==> config.mk <==
export PLATFORM = sky130hd
export DESIGN_NAME = hyperram_pattern_tester
export DESIGN_NICKNAME = d
export VERILOG_FILES = /design/src/rtl/hyperram_pattern_tester.sv
export SDC_FILE = /design/constraint.sdc
export NUM_CORES = 1
export LEC_CHECK = 0
export ABC_AREA = 0
export ABC_CLOCK_PERIOD_IN_PS = 5400
export BUFFER_PORTS_ARGS = -buffer_cell sky130_fd_sc_hd__buf_2
export CAP_MARGIN = 0
export CORE_MARGIN = 3
export CORE_UTILIZATION = 51
export DETAILED_ROUTE_END_ITERATION = 8
export GPL_ROUTABILITY_DRIVEN = 1
export GPL_TIMING_DRIVEN = 0
export PLACE_DENSITY = 0.85
export SLEW_MARGIN = 20
export SYNTH_ARGS = -nofsm -noshare
export SYNTH_HDL_FRONTEND = slang
export SYNTH_SLANG_ARGS = --single-unit
==> constraint.sdc <==
create_clock -name clk -period 5.4 [get_ports clk]
set_input_delay 0.81 -clock clk [delete_from_list [all_inputs] [get_ports clk]]
set_output_delay 0.81 -clock clk [all_outputs]
set_load 0.05 [all_outputs]
==> src/rtl/hyperram_pattern_tester.sv <==
// hyperram_pattern_tester: LFSR write/readback self-test for hyperram_intf_2; define HYPERRAM_TESTER_ERR_LOG_EN to build first-error capture
module hyperram_pattern_tester #(
  parameter int          ADDR_W     = 22,
  parameter int          DATA_W     = 32,
  parameter logic [31:0] SEED       = 32'hACE1_2468,
  parameter int          WR_GAP     = 24,
  parameter int          RD_TIMEOUT = 255
) (
  input  logic              clk,
  input  logic              reset,
  input  logic              start,
  input  logic [ADDR_W-1:0] base_addr,
  input  logic [ADDR_W-1:0] word_count,
  output logic              busy,
  output logic              done,
  output logic              pass,
  output logic              timeout,
  output logic [15:0]       err_count,
  output logic [ADDR_W-1:0] first_err_addr,
  output logic [DATA_W-1:0] first_err_data,
  output logic              rd_sel,
  output logic              wr_sel,
  output logic              mem_sel,
  output logic              reg_sel,
  output logic [ADDR_W-1:0] addr_out,
  output logic [DATA_W-1:0] wr_data_out,
  input  logic [DATA_W-1:0] rd_data_in,
  input  logic              rd_data_valid
);
  typedef enum logic [2:0] {S_IDLE, S_WR_REQ, S_WR_GAP, S_RD_REQ, S_RD_WAIT, S_DONE} state_t;
  state_t state_q, state_d;
  logic [ADDR_W-1:0] base_q, base_d, count_q, count_d, idx_q, idx_d, idx_nx, addr_q, addr_d;
  logic [31:0] lfsr_q, lfsr_d;
  logic [15:0] cnt_q, cnt_d, err_q, err_d;
  logic [DATA_W-1:0] wdata_q, wdata_d;
  logic pass_q, pass_d, tmo_q, tmo_d, done_q, done_d, busy_q, busy_d;
  logic rd_sel_q, rd_sel_d, wr_sel_q, wr_sel_d;
  logic rd_fire, rd_miss, rd_bad;
`ifdef HYPERRAM_TESTER_ERR_LOG_EN
  logic [ADDR_W-1:0] fea_q, fea_d;
  logic [DATA_W-1:0] fed_q, fed_d;
`endif
  function automatic logic [31:0] lfsr_step(input logic [31:0] l);
    return (l >> 1) ^ (l[0] ? 32'h8020_0003 : 32'h0);
  endfunction
  assign idx_nx  = idx_q + 1'b1;
  assign rd_miss = !rd_data_valid;
  assign rd_bad  = rd_miss || (rd_data_in != lfsr_q[DATA_W-1:0]);
  assign rd_fire = rd_data_valid || (cnt_q == 16'(RD_TIMEOUT - 1));
  always_comb begin
    state_d = state_q;
    base_d  = base_q;
    count_d = count_q;
    idx_d   = idx_q;
    lfsr_d  = lfsr_q;
    cnt_d   = cnt_q + 1'b1;
    err_d   = err_q;
    pass_d  = pass_q;
    tmo_d   = tmo_q;
`ifdef HYPERRAM_TESTER_ERR_LOG_EN
    fea_d   = fea_q;
    fed_d   = fed_q;
`endif
    case (state_q)
      S_IDLE: if (start) begin
        base_d  = base_addr;
        count_d = word_count;
        idx_d   = '0;
        lfsr_d  = SEED;
        cnt_d   = '0;
        err_d   = '0;
        pass_d  = 1'b0;
        tmo_d   = 1'b0;
`ifdef HYPERRAM_TESTER_ERR_LOG_EN
        fea_d   = '0;
        fed_d   = '0;
`endif
        state_d = (word_count == '0) ? S_DONE : S_WR_REQ;
      end
      S_WR_REQ: begin
        lfsr_d  = lfsr_step(lfsr_q);
        cnt_d   = '0;
        state_d = S_WR_GAP;
      end
      S_WR_GAP: if (cnt_q == 16'(WR_GAP - 1)) begin
        cnt_d   = '0;
        idx_d   = (idx_nx == count_q) ? '0 : idx_nx;
        lfsr_d  = (idx_nx == count_q) ? SEED : lfsr_q;
        state_d = (idx_nx == count_q) ? S_RD_REQ : S_WR_REQ;
      end
      S_RD_REQ: begin
        cnt_d   = '0;
        state_d = S_RD_WAIT;
      end
      S_RD_WAIT: if (rd_fire) begin
        if (rd_bad) begin
          err_d = (err_q == 16'hFFFF) ? err_q : err_q + 1'b1;
`ifdef HYPERRAM_TESTER_ERR_LOG_EN
          // err_q never wraps back to zero, so zero marks the first failure of the run
          if (err_q == '0) begin
            fea_d = addr_q;
            fed_d = rd_miss ? '0 : rd_data_in;
          end
`endif
        end
        tmo_d   = tmo_q | rd_miss;
        lfsr_d  = lfsr_step(lfsr_q);
        cnt_d   = '0;
        idx_d   = idx_nx;
        state_d = (idx_nx == count_q) ? S_DONE : S_RD_REQ;
      end
      S_DONE:  state_d = S_IDLE;
      default: state_d = S_IDLE;
    endcase
    if (state_d == S_DONE) pass_d = (err_d == '0);
    done_d   = state_d == S_DONE;
    busy_d   = state_d != S_IDLE;
    wr_sel_d = state_d == S_WR_REQ;
    rd_sel_d = state_d == S_RD_REQ;
    addr_d   = (wr_sel_d || rd_sel_d) ? base_d + idx_d : addr_q;
    wdata_d  = wr_sel_d ? lfsr_d[DATA_W-1:0] : wdata_q;
  end
  always_ff @(posedge clk) begin
    if (reset) begin
      state_q  <= S_IDLE;
      base_q   <= '0;
      count_q  <= '0;
      idx_q    <= '0;
      lfsr_q   <= '0;
      cnt_q    <= '0;
      err_q    <= '0;
      pass_q   <= 1'b0;
      tmo_q    <= 1'b0;
      done_q   <= 1'b0;
      busy_q   <= 1'b0;
      rd_sel_q <= 1'b0;
      wr_sel_q <= 1'b0;
      addr_q   <= '0;
      wdata_q  <= '0;
    end else begin
      state_q  <= state_d;
      base_q   <= base_d;
      count_q  <= count_d;
      idx_q    <= idx_d;
      lfsr_q   <= lfsr_d;
      cnt_q    <= cnt_d;
      err_q    <= err_d;
      pass_q   <= pass_d;
      tmo_q    <= tmo_d;
      done_q   <= done_d;
      busy_q   <= busy_d;
      rd_sel_q <= rd_sel_d;
      wr_sel_q <= wr_sel_d;
      addr_q   <= addr_d;
      wdata_q  <= wdata_d;
    end
  end
`ifdef HYPERRAM_TESTER_ERR_LOG_EN
  always_ff @(posedge clk) begin
    if (reset) begin
      fea_q <= '0;
      fed_q <= '0;
    end else begin
      fea_q <= fea_d;
      fed_q <= fed_d;
    end
  end
  assign first_err_addr = fea_q;
  assign first_err_data = fed_q;
`else
  assign first_err_addr = '0;
  assign first_err_data = '0;
`endif
  assign busy        = busy_q;
  assign done        = done_q;
  assign pass        = pass_q;
  assign timeout     = tmo_q;
  assign err_count   = err_q;
  assign rd_sel      = rd_sel_q;
  assign wr_sel      = wr_sel_q;
  assign mem_sel     = rd_sel_q | wr_sel_q;
  assign reg_sel     = 1'b0;
  assign addr_out    = addr_q;
  assign wr_data_out = wdata_q;
endmodule

==> results.yml <==
setup_path:
  critPathLaunchType: "flop"
  cp_cell_sequence: "ha_4, buf_6, nand4_1, buf_4, nor3_4, nand3_2, mux2_4, a2111oi_4, nand3_4, buf_8, a21boi_1, o21ai_1, a41oi_2, ha_1, nand3_1, o22ai_2, o21ai_2, a311oi_2, o21ai_1, a31oi_1, o22ai_2, nor4bb_2, mux2i_1, o311ai_1"
  cp-end-kind: "flop"
  critical_path_class: "reg2reg"
  max_stage_delay_ps: 400
  crit_fanout: 6
  critPathTopFamily: "compound AO/OA/AOI/OAI gates"
  worst-endpoint-arrival_ps: 5660
  crit_buf_inv: 3
  worst_ep_required_time_ps: 5760
  crit_slowest_cell: "a2111oi_4"
power_and_ir_drop:
  irDropWorstVdd_v: 0.000201
  total_power_mw: 4.03
  pwr_density_cell_nw_per_um2: 298
  p_leak_nw: 6.14
cts:
  cts_made_buffers: 17
  ctsLongestPathBuffers: 2
  clk_latency_ps: 460
  htreeDepth: 4
  hold_buffers: 0
  clock-sinks: 193
  cts_tree: "yes"
  cts-root-buf: "clkbuf_16"
  clk_pin_slew_ps: 80
global_route:
  grt_max_degree: 25
  grt-ovfl-total: 0
  grt_pass1_vias: 10100
  track_usage: 0.263
  grt_pass1_wl_mm: 51.3
  antenna_found_initial: 1
die:
  core-area_um2: 21200
  die_h_um: 153
  rows: 53
  ios: 212
  start_util: 0.523
  die_w_um: 153
  die_area_um2: 23600
routing:
  drtPass1Iterations: 6
  drt_iter0_markers: 1073
  drcViolationCount: 0
  num_vias: 10900
  drt-wirelength-per-cell_um: 17.1
  antenna_left: 0
  drt_wl_total_mm: 32.9
  vias_per_cell: 5.69
final_layout:
  antenna_cells: 0
  synthToLayoutAreaGrowth_pct: 21.7
  num-fill-cells: 1812
  final_cell_mix: "191 x dfxtp_1, 174 x nand2_1, 172 x buf_2"
  fin_nets: 1737
  final_cells: 1919
  drive_gt1_frac: 0.229
  layout_commonest_cell: "dfxtp_1"
synth:
  synth-main-ff-cell: "dfxtp_1"
  async_flop_share: 0
  synth_area_um2: 11100
  synthCells: 1378
  synth.distinct_cells: 79
  syn_avg_cell_area_um2: 8.05
  yosysWarningCount: 0
  ys_ff_latch: 193
  synth-seq-area-share: 0.348
  synth_edf_count: 0
placed_design:
  dp_cells: 1862
  place.gp.congestion: 0.965
  dp_hpwl_mm: 24.4
  port_buffers: 155
sta:
  min_period_over_period: 0.981
  slew_headroom: 0.445
  fmaxAchievable_ghz: 0.189
  rsz0062_at_grt: "true"
  setup_viol: 0
  slew_violations: 0
  worst_slew_pin_slew_ps: 827
  fin_crit_ps: 5300
  fin_skew_ps: 19.6
  hold_viol: 0
min_path:
  hold_class: "reg2reg"
status:
  outcome: "complete, no violations"
flow_run:
  max_cap_violations: 0
[state kept, by name, indices dropped and copies added, names as in the netlist]
name	count
lfsr_q	32
wr_data_out	32
addr_out	22
base_q	22
count_q	22
idx_q	22
cnt_q	16
err_count	16
state_q	3
busy	1
done	1
pass	1
rd_sel	1
timeout	1
wr_sel	1
[synth_stat cells (24+ instances only)]
cell type	number	area [um^2]
a21oi_1	91	455
xor2_1	50	438
nor3_1	43	215
ha_1	25	313
mux2_2	36	405
o21ai_0	34	170
clkbuf_1	55	206
a21o_1	24	180
nand2_1	174	653
xnor2_1	39	342
nand3_1	33	165
dfxtp_1	193	3860
nor2_1	146	548
nor2b_1	61	382
buf_4	56	420
[final timing paths]
kind | from | endpoint | slack, ps | depth (start not counted)
worst max-delay path | idx_q[1] | addr_out[21] | 100 | 24
worst min-delay path | base_q[14] | base_q[14] | 470 | 2
worst max register to register | idx_q[1] | addr_out[21] | 100 | 24
worst min register to register | base_q[14] | base_q[14] | 470 | 2
[worst reg2reg max path: stages (launching register included)]
cell and delay [ps]:
dfxtp_4 380, ha_4 130, buf_6 100, nand4_1 160, buf_4 200, nor3_4 230
nand3_2 140, mux2_4 360, a2111oi_4 400, nand3_4 220, buf_8 190, a21boi_1 120
o21ai_1 170, a41oi_2 170, ha_1 390, nand3_1 110, o22ai_2 230, o21ai_2 120
a311oi_2 400, o21ai_1 140, a31oi_1 230, o22ai_2 140, nor4bb_2 290, mux2i_1 110
o311ai_1 90
[what timing repair did]
item / in CTS / in global routing
buffers inserted: 8 / 17
pin swaps: 7 / 21
cloned: 0 / 0
endpoints found under the setup margin: 13 / 9
resized for setup: 20 / 38
[layout make-up]
type / instances / area (um^2) / share of cell area
multi-input cells: 1084 / 6800 / 0.503
flip-flops and latches: 193 / 3870 / 0.287
repair buffers: 180 / 963 / 0.0713
plain buffers: 132 / 792 / 0.0586
clock buffers: 17 / 425 / 0.0315
well taps: 275 / 344 / 0.0255
clock inverters: 15 / 226 / 0.0168
inverters: 23 / 86.3 / 0.00639
[routing by layer]
metal  vias to the layer above  wire [um]  part of all wire  track usage
li1                       5226          -                 -            -
met1                      5064      14200              0.43        0.349
met2                       544      14700              0.45        0.418
met3                        92       2890             0.088       0.0602
met4                         2       1120             0.034       0.0997
met5                         -         13           0.00040            0
[report_power, final]
part	leakage [nW]	switching [mW]	internal, mW	total, mW
sequential	1.57	0.0680	1.53	1.59
combinational	4.25	0.711	0.340	1.05
clock	0.314	0.722	0.662	1.38
[logic make-up after synthesis]
group | synth area share
DFF | 0.348
adders and majority gates | 0.0300
other | 0.000338
and+or+nand+nor | 0.255
AOI/OAI and AO/OA | 0.163
buffers and inverters | 0.0754
muxes | 0.0573
xor gates and xnor gates | 0.0703
[per-stage QoR]
stage,util,hold WS [ps],setup WS (ps),setup TNS [ps],cell area (um^2)
3_3_place_gp,0.585,443,-824,-4290,12400
4_1_cts,0.623,468,7.79,0,13200
5_1_grt,0.636,490,-153,-424,13500
3_5_place_dp,0.585,456,-881,-4760,12400
2_1_floorplan,-,430,407,0,11300
6_report,0.636,466,103,0,13500
No activity file was read; power rests on OpenSTA's default activity.
